==> config.mk <==
export PLATFORM = sky130hd
export DESIGN_NAME = sqrt_request_arbiter
export DESIGN_NICKNAME = d
export VERILOG_FILES = /design/src/rtl/sqrt_request_arbiter.sv
export SDC_FILE = /design/constraint.sdc
export NUM_CORES = 1
export LEC_CHECK = 0
export CAP_MARGIN = 20
export CORE_MARGIN = 2
export CORE_UTILIZATION = 37
export CTS_CLUSTER_SIZE = 8
export DETAILED_ROUTE_END_ITERATION = 12
export GPL_TIMING_DRIVEN = 1
export PLACE_DENSITY = 0.79
export SLEW_MARGIN = 0
export SYNTH_ARGS = -nofsm -noshare
export SYNTH_HDL_FRONTEND = slang
export SYNTH_SLANG_ARGS = --single-unit
==> constraint.sdc <==
create_clock -name clk -period 1.8 [get_ports clk]
set_clock_uncertainty 0.15 [all_clocks]
set_input_delay 0.36 -clock clk [delete_from_list [all_inputs] [get_ports clk]]
set_output_delay 0.36 -clock clk [all_outputs]
set_load 0.1 [all_outputs]
==> src/rtl/sqrt_request_arbiter.sv <==
// Round-robin front end sharing one FP16 square-root core among N_REQ requesters.
// Define SQRT_ARB_SPECIAL_BYPASS_EN to answer NaN/inf/zero/negative operands without the core.
module sqrt_request_arbiter #(
  parameter int unsigned N_REQ = 4
) (
  input  logic                 clk,
  input  logic                 rst,
  input  logic [N_REQ-1:0]     req_valid,
  input  logic [16*N_REQ-1:0]  req_data,
  output logic [N_REQ-1:0]     req_ready,
  output logic                 rsp_valid,
  input  logic                 rsp_ready,
  output logic [1:0]           rsp_id,
  output logic [15:0]          rsp_data,
  output logic                 core_start,
  output logic [15:0]          core_operand,
  input  logic                 core_valid,
  input  logic [15:0]          core_result,
  output logic                 busy
);

  typedef enum logic [1:0] {StIdle, StIssue, StWait, StRespond} state_e;

  state_e      r_state, w_state_next;
  logic [1:0]  r_rr_ptr, r_id;
  logic [15:0] r_operand, r_rsp_data;

  logic        w_hi_found, w_grant_found, w_accept, w_special;
  logic [1:0]  w_hi_idx, w_lo_idx, w_grant_idx, w_ptr_next;
  logic [15:0] w_grant_data, w_special_data;

  // Lowest valid index at or above the pointer wins; otherwise wrap to the lowest valid index.
  always_comb begin
    w_hi_found = 1'b0;
    w_hi_idx   = 2'd0;
    w_lo_idx   = 2'd0;
    for (int i = int'(N_REQ) - 1; i >= 0; i--) begin
      if (req_valid[i]) begin
        w_lo_idx = 2'(i);
        if (2'(i) >= r_rr_ptr) begin
          w_hi_found = 1'b1;
          w_hi_idx   = 2'(i);
        end
      end
    end
    w_grant_found = |req_valid;
    w_grant_idx   = w_hi_found ? w_hi_idx : w_lo_idx;
  end

  always_comb begin
    w_grant_data = 16'h0000;
    for (int i = 0; i < int'(N_REQ); i++) begin
      if (w_grant_idx == 2'(i)) w_grant_data = req_data[16*i +: 16];
    end
  end

`ifdef SQRT_ARB_SPECIAL_BYPASS_EN
  always_comb begin
    w_special      = 1'b1;
    w_special_data = 16'h7E00;
    if (w_grant_data[14:10] == 5'h1f && w_grant_data[9:0] != 10'd0) begin
      w_special_data = 16'h7E00;
    end else if (w_grant_data[14:0] == 15'd0) begin
      // sqrt(+0)=+0 and sqrt(-0)=-0
      w_special_data = w_grant_data;
    end else if (w_grant_data[15]) begin
      w_special_data = 16'h7E00;
    end else if (w_grant_data[14:10] == 5'h1f) begin
      w_special_data = 16'h7C00;
    end else begin
      w_special = 1'b0;
    end
  end
`else
  assign w_special      = 1'b0;
  assign w_special_data = 16'h0000;
`endif

  assign w_ptr_next = (r_id == 2'(N_REQ - 1)) ? 2'd0 : r_id + 2'd1;

  always_comb begin
    w_state_next = r_state;
    w_accept     = 1'b0;
    req_ready    = '0;
    core_start   = 1'b0;
    rsp_valid    = 1'b0;
    unique case (r_state)
      StIdle: begin
        // No accept pulse while reset is asserted: the grant would be discarded.
        if (w_grant_found && !rst) begin
          w_accept     = 1'b1;
          req_ready    = {{(N_REQ-1){1'b0}}, 1'b1} << w_grant_idx;
          w_state_next = w_special ? StRespond : StIssue;
        end
      end
      StIssue: begin
        core_start   = 1'b1;
        w_state_next = StWait;
      end
      StWait: begin
        if (core_valid) w_state_next = StRespond;
      end
      StRespond: begin
        rsp_valid = 1'b1;
        if (rsp_ready) w_state_next = StIdle;
      end
      default: w_state_next = StIdle;
    endcase
  end

  always_ff @(posedge clk) begin
    if (rst) begin
      r_state    <= StIdle;
      r_rr_ptr   <= 2'd0;
      r_id       <= 2'd0;
      r_operand  <= 16'h0000;
      r_rsp_data <= 16'h0000;
    end else begin
      r_state <= w_state_next;
      if (w_accept) begin
        r_id      <= w_grant_idx;
        r_operand <= w_grant_data;
        if (w_special) r_rsp_data <= w_special_data;
      end
      if (r_state == StWait && core_valid) r_rsp_data <= core_result;
      if (r_state == StRespond && rsp_ready) r_rr_ptr <= w_ptr_next;
    end
  end

  assign rsp_id       = r_id;
  assign rsp_data     = r_rsp_data;
  assign core_operand = r_operand;
  assign busy         = (r_state != StIdle);

endmodule

==> out/qor.log <==
qor: worst_setup_path.critical_path.max_fanout 4
qor: grt.met2_usage 41.9%
qor: layout.layoutNonFillerInstCount 441
qor: worst_setup_path.worst-endpoint-required 1.29 ns
qor: sta.max_slew_margin 75.1%
qor: hold_path.min-delay-start rsp_data[0]$_SDFFE_PP0P_
qor: detailed_routing.ant_nets 0
qor: sta.number_of_failing_hold_endpoints_at_the_final_stage 0
qor: hold_path.hold_path_depth 2
qor: synth.top_area_cell_type_share_of_the_netlist_area 36.9%
qor: sta.fmax 463 MHz
qor: cts.tritoncts done
qor: grt.track_usage 22.5%
qor: floorplanning.die_footprint 6180 sq um
qor: detailed_routing.post_drt_via_cell_ratio 5.02
qor: job.drv_cap 0
qor: floorplanning.io-pin-count 129
qor: sta.finalWorstSetupSlack -0.358 ns
qor: grt.grt_antenna_before_repair 0
qor: worst_setup_path.number_of_cells_on_the_worst_reg_to_reg_path 9
qor: synth.synth.yosys.seq_area_share 36.9%
qor: detailed_routing.drtPass1Iterations 4
qor: sta.min_period_over_period 120%
qor: grt.grt_pass1_wl 11100 um
qor: placement.placed_area 4000 sq um
qor: floorplanning.fp.dieW 78.6 um
qor: synth.synth-seq-cells 38
qor: placement.hpwl 5140 um
qor: layout.postLayoutCellArea 4480 sq um
qor: synth.synthesis.area 2060 sq um
qor: floorplanning.floorplan.core_area 5440 sq um
qor: synth.postSynth.topFlopCell dfxtp_1
qor: sta.grt_setup_unrepaired yes
qor: detailed_routing.routed_wl 7210 um
qor: cts.clock_tree.buffer_depth 2
qor: pwr.leakage 1.69 nW
qor: placement.port_buffers 128
qor: sta.layout_min_cycle_time 2.16 ns
qor: status.violations negative setup slack
qor: sta.final.hold.worst_slack 0.345 ns
qor: worst_setup_path.rr_startpoint r_rr_ptr[0]$_SDFFE_PP0P_
qor: floorplanning.effective_utilization_at_floorplan 37.9%
qor: grt.grt_use_met3 8.85%
qor: worst_setup_path.critical_path.startpoint_type flip-flop
qor: sta.timing.final.max_slew_violations 0
qor: placement.gp_congestion 0.853
qor: detailed_routing.drt_drc_violations_left 0
qor: synth.post-synth-top-area-cell dfxtp_1
qor: hold_path.holdCritPathClass flip-flop to flip-flop
qor: synth.syn_avg_cell_area 9.62 sq um
qor: sta.final-setup-viol-count 20
qor: cts.ctsHtreeMaxLevel 2
qor: worst_setup_path.setup.reg_to_reg.worst_slack -0.20 ns
qor: worst_setup_path.critical_path.endpoint_type primary output
qor: synth.number_of_enable_flip_flop_cells_after_synthesis 0
qor: worst_setup_path.rr_endpoint core_operand[8]$_SDFFE_PP0P_
qor: synth.synth.lib_cells_used.distinct 32
qor: placement.placedCellCount 421
qor: sta.worst_pin_slew 0.373 ns
qor: synth.syn_nets 307
qor: layout.finalCoreUtilization 82.4%
qor: cts.worst_setup_hold_path_clk_slew 0.08 ns
qor: grt.vias_in_the_first_global_route 2338
qor: cts.clock_insertion_delay_worst_skew 0.29 ns
qor: synth.synth.yosys.warnings 0
qor: grt.grt_max_degree 39
qor: grt.busiest_layer met2
qor: cts.numCtsBuffers 5
qor: worst_setup_path.worst-endpoint-arrival 1.65 ns
qor: hold_path.min_delay_worst_endpoint rsp_data[0]$_SDFFE_PP0P_
qor: grt.global_route.overflow_total 0
qor: layout.antenna_cells 0
qor: detailed_routing.dr.first_iter.drc_count 57
qor: detailed_routing.num_vias 2214
qor: layout.layout-area-overhead-vs-synth 118%
qor: status.run_status finished, violations left
qor: detailed_routing.route.detailed.wl_per_inst 16.4 um
qor: synth.most_common_library_cells_after_synthesis dfxtp_1, nand2_1, mux2i_1
qor: worst_setup_path.timing_worst_setup_path_type flip-flop to primary output
qor: layout.finish.net_count 461
qor: synth.synth_async_sr_flop_share 0%
qor: synth.syn_inst 214
qor: floorplanning.fp.dieH 78.6 um
qor: grt.grt_use_met1 23.9%
qor: cts.cts_root_buffer clkbuf_8
qor: synth.netlist_top_cells_area dfxtp_1, mux2i_1, nand2_1
qor: layout.ratio_of_cells_with_drive_above_1_in_the_final_layout 35.8%
qor: floorplanning.core.rowCount 27
qor: cts.clock-sinks 38
qor: pwr.report.power.total 0.00573 W
qor: pwr.cellPowerDensity 1280 nW/um^2
qor: pwr.vdd_ir_drop_max 1160 uV
qor: synth.yosysMostFrequentCell dfxtp_1
==> logic make-up after synthesis <==
group / share of synthesized area, %
AND/OR/NAND/NOR: 20.2
AO/OA/AOI/OAI: 16.6
flip-flops: 36.9
multiplexers: 16.5
buffers and inverters: 6.74
adder cells (fa/ha/maj): 3.04
==> worst max path at each step <==
stage                                         from           end  slack [ns]
after floorplan                       req_valid[2]  req_ready[1]       -0.65
after global placement                req_valid[1]  req_ready[0]       -0.66
after detailed placement              req_valid[1]  req_ready[0]       -0.69
after CTS                 r_rr_ptr[0]$_SDFFE_PP0P_  req_ready[0]       -0.37
after global routing      r_rr_ptr[0]$_SDFFE_PP0P_  req_ready[0]       -0.43
final                     r_rr_ptr[0]$_SDFFE_PP0P_  req_ready[0]       -0.36
==> metal layers <==
metal  vias to the layer above  share of wire (%)
met5                         -                  0
met4                         0                1.5
met3                        10                9.0
met2                        99                 52
met1                      1025                 38
li1                       1080                  -
==> layout by cell type, fill, tap and decap left out, drive strengths merged <==
cell / synthesis / routed
a211oi: 1 / 1
a21boi: 1 / 1
a21oi: 20 / 20
and2: 1 / 1
and3b: 1 / 1
buf: 7 / 77
bufinv: 0 / 2
clkbuf: 8 / 5
clkdlybuf4s15: 0 / 1
clkdlybuf4s50: 0 / 82
clkinv: 0 / 1
clkinvlp: 0 / 1
dfxtp: 38 / 38
dlygate4sd2: 0 / 2
ha: 5 / 5
inv: 4 / 3
mux2i: 34 / 34
nand2: 37 / 37
nand2b: 1 / 1
nand3: 3 / 3
nand3b: 16 / 16
nor2: 6 / 6
nor2b: 4 / 4
nor3: 4 / 4
nor3b: 2 / 2
o21ai: 1 / 1
o21bai: 1 / 1
o221ai: 17 / 17
o32a: 1 / 1
o32ai: 1 / 1
==> repair_timing <==
item	CTS	global route
cloned	1	0
endpoints found under the setup margin	25	23
hold buffers	0	0
setup buffers	12	3
resized for setup	42	29
pin swaps	20	7
==> state kept, by name (all words and copies together), names as in the netlist <==
signal / cells
core_operand: 16
rsp_data: 16
r_rr_ptr: 2
r_state: 2
rsp_id: 2
==> worst max-delay path: stages, from the launching register on <==
cell and delay [ns]:
dfxtp_4 0.37, nor2b_4 0.15, o21ai_1 0.07, and3b_2 0.25, buf_12 0.14, nor3_4 0.18
buf_12 0.20
==> where the power goes <==
group | leakage [nW] | internal, W | switching (W)
registers | 0.313 | 0.00102 | 0.000184
clock network | 0.0683 | 0.000555 | 0.000316
logic | 1.31 | 0.00151 | 0.00214
total | 1.69 | 0.00308 | 0.00264
==> cell type report <==
type,count,area [sq um]
clock buffers,5,68.8
well taps,72,90.1
multi-input cells,157,1400
flip-flops and latches,38,771
clock inverters,3,68.8
fillers,325,956
repair buffers,162,2070
inverters,4,18.8
==> per-stage QoR <==
stage,worst slack (ns),TNS (ns)
floorplan,-0.647,-3.01
global placement,-0.659,-13.38
detailed placement,-0.686,-14.57
CTS,-0.373,-4.20
global route,-0.428,-5.44
finish,-0.358,-3.85
Note: power is estimated with default switching activity, not from simulation.
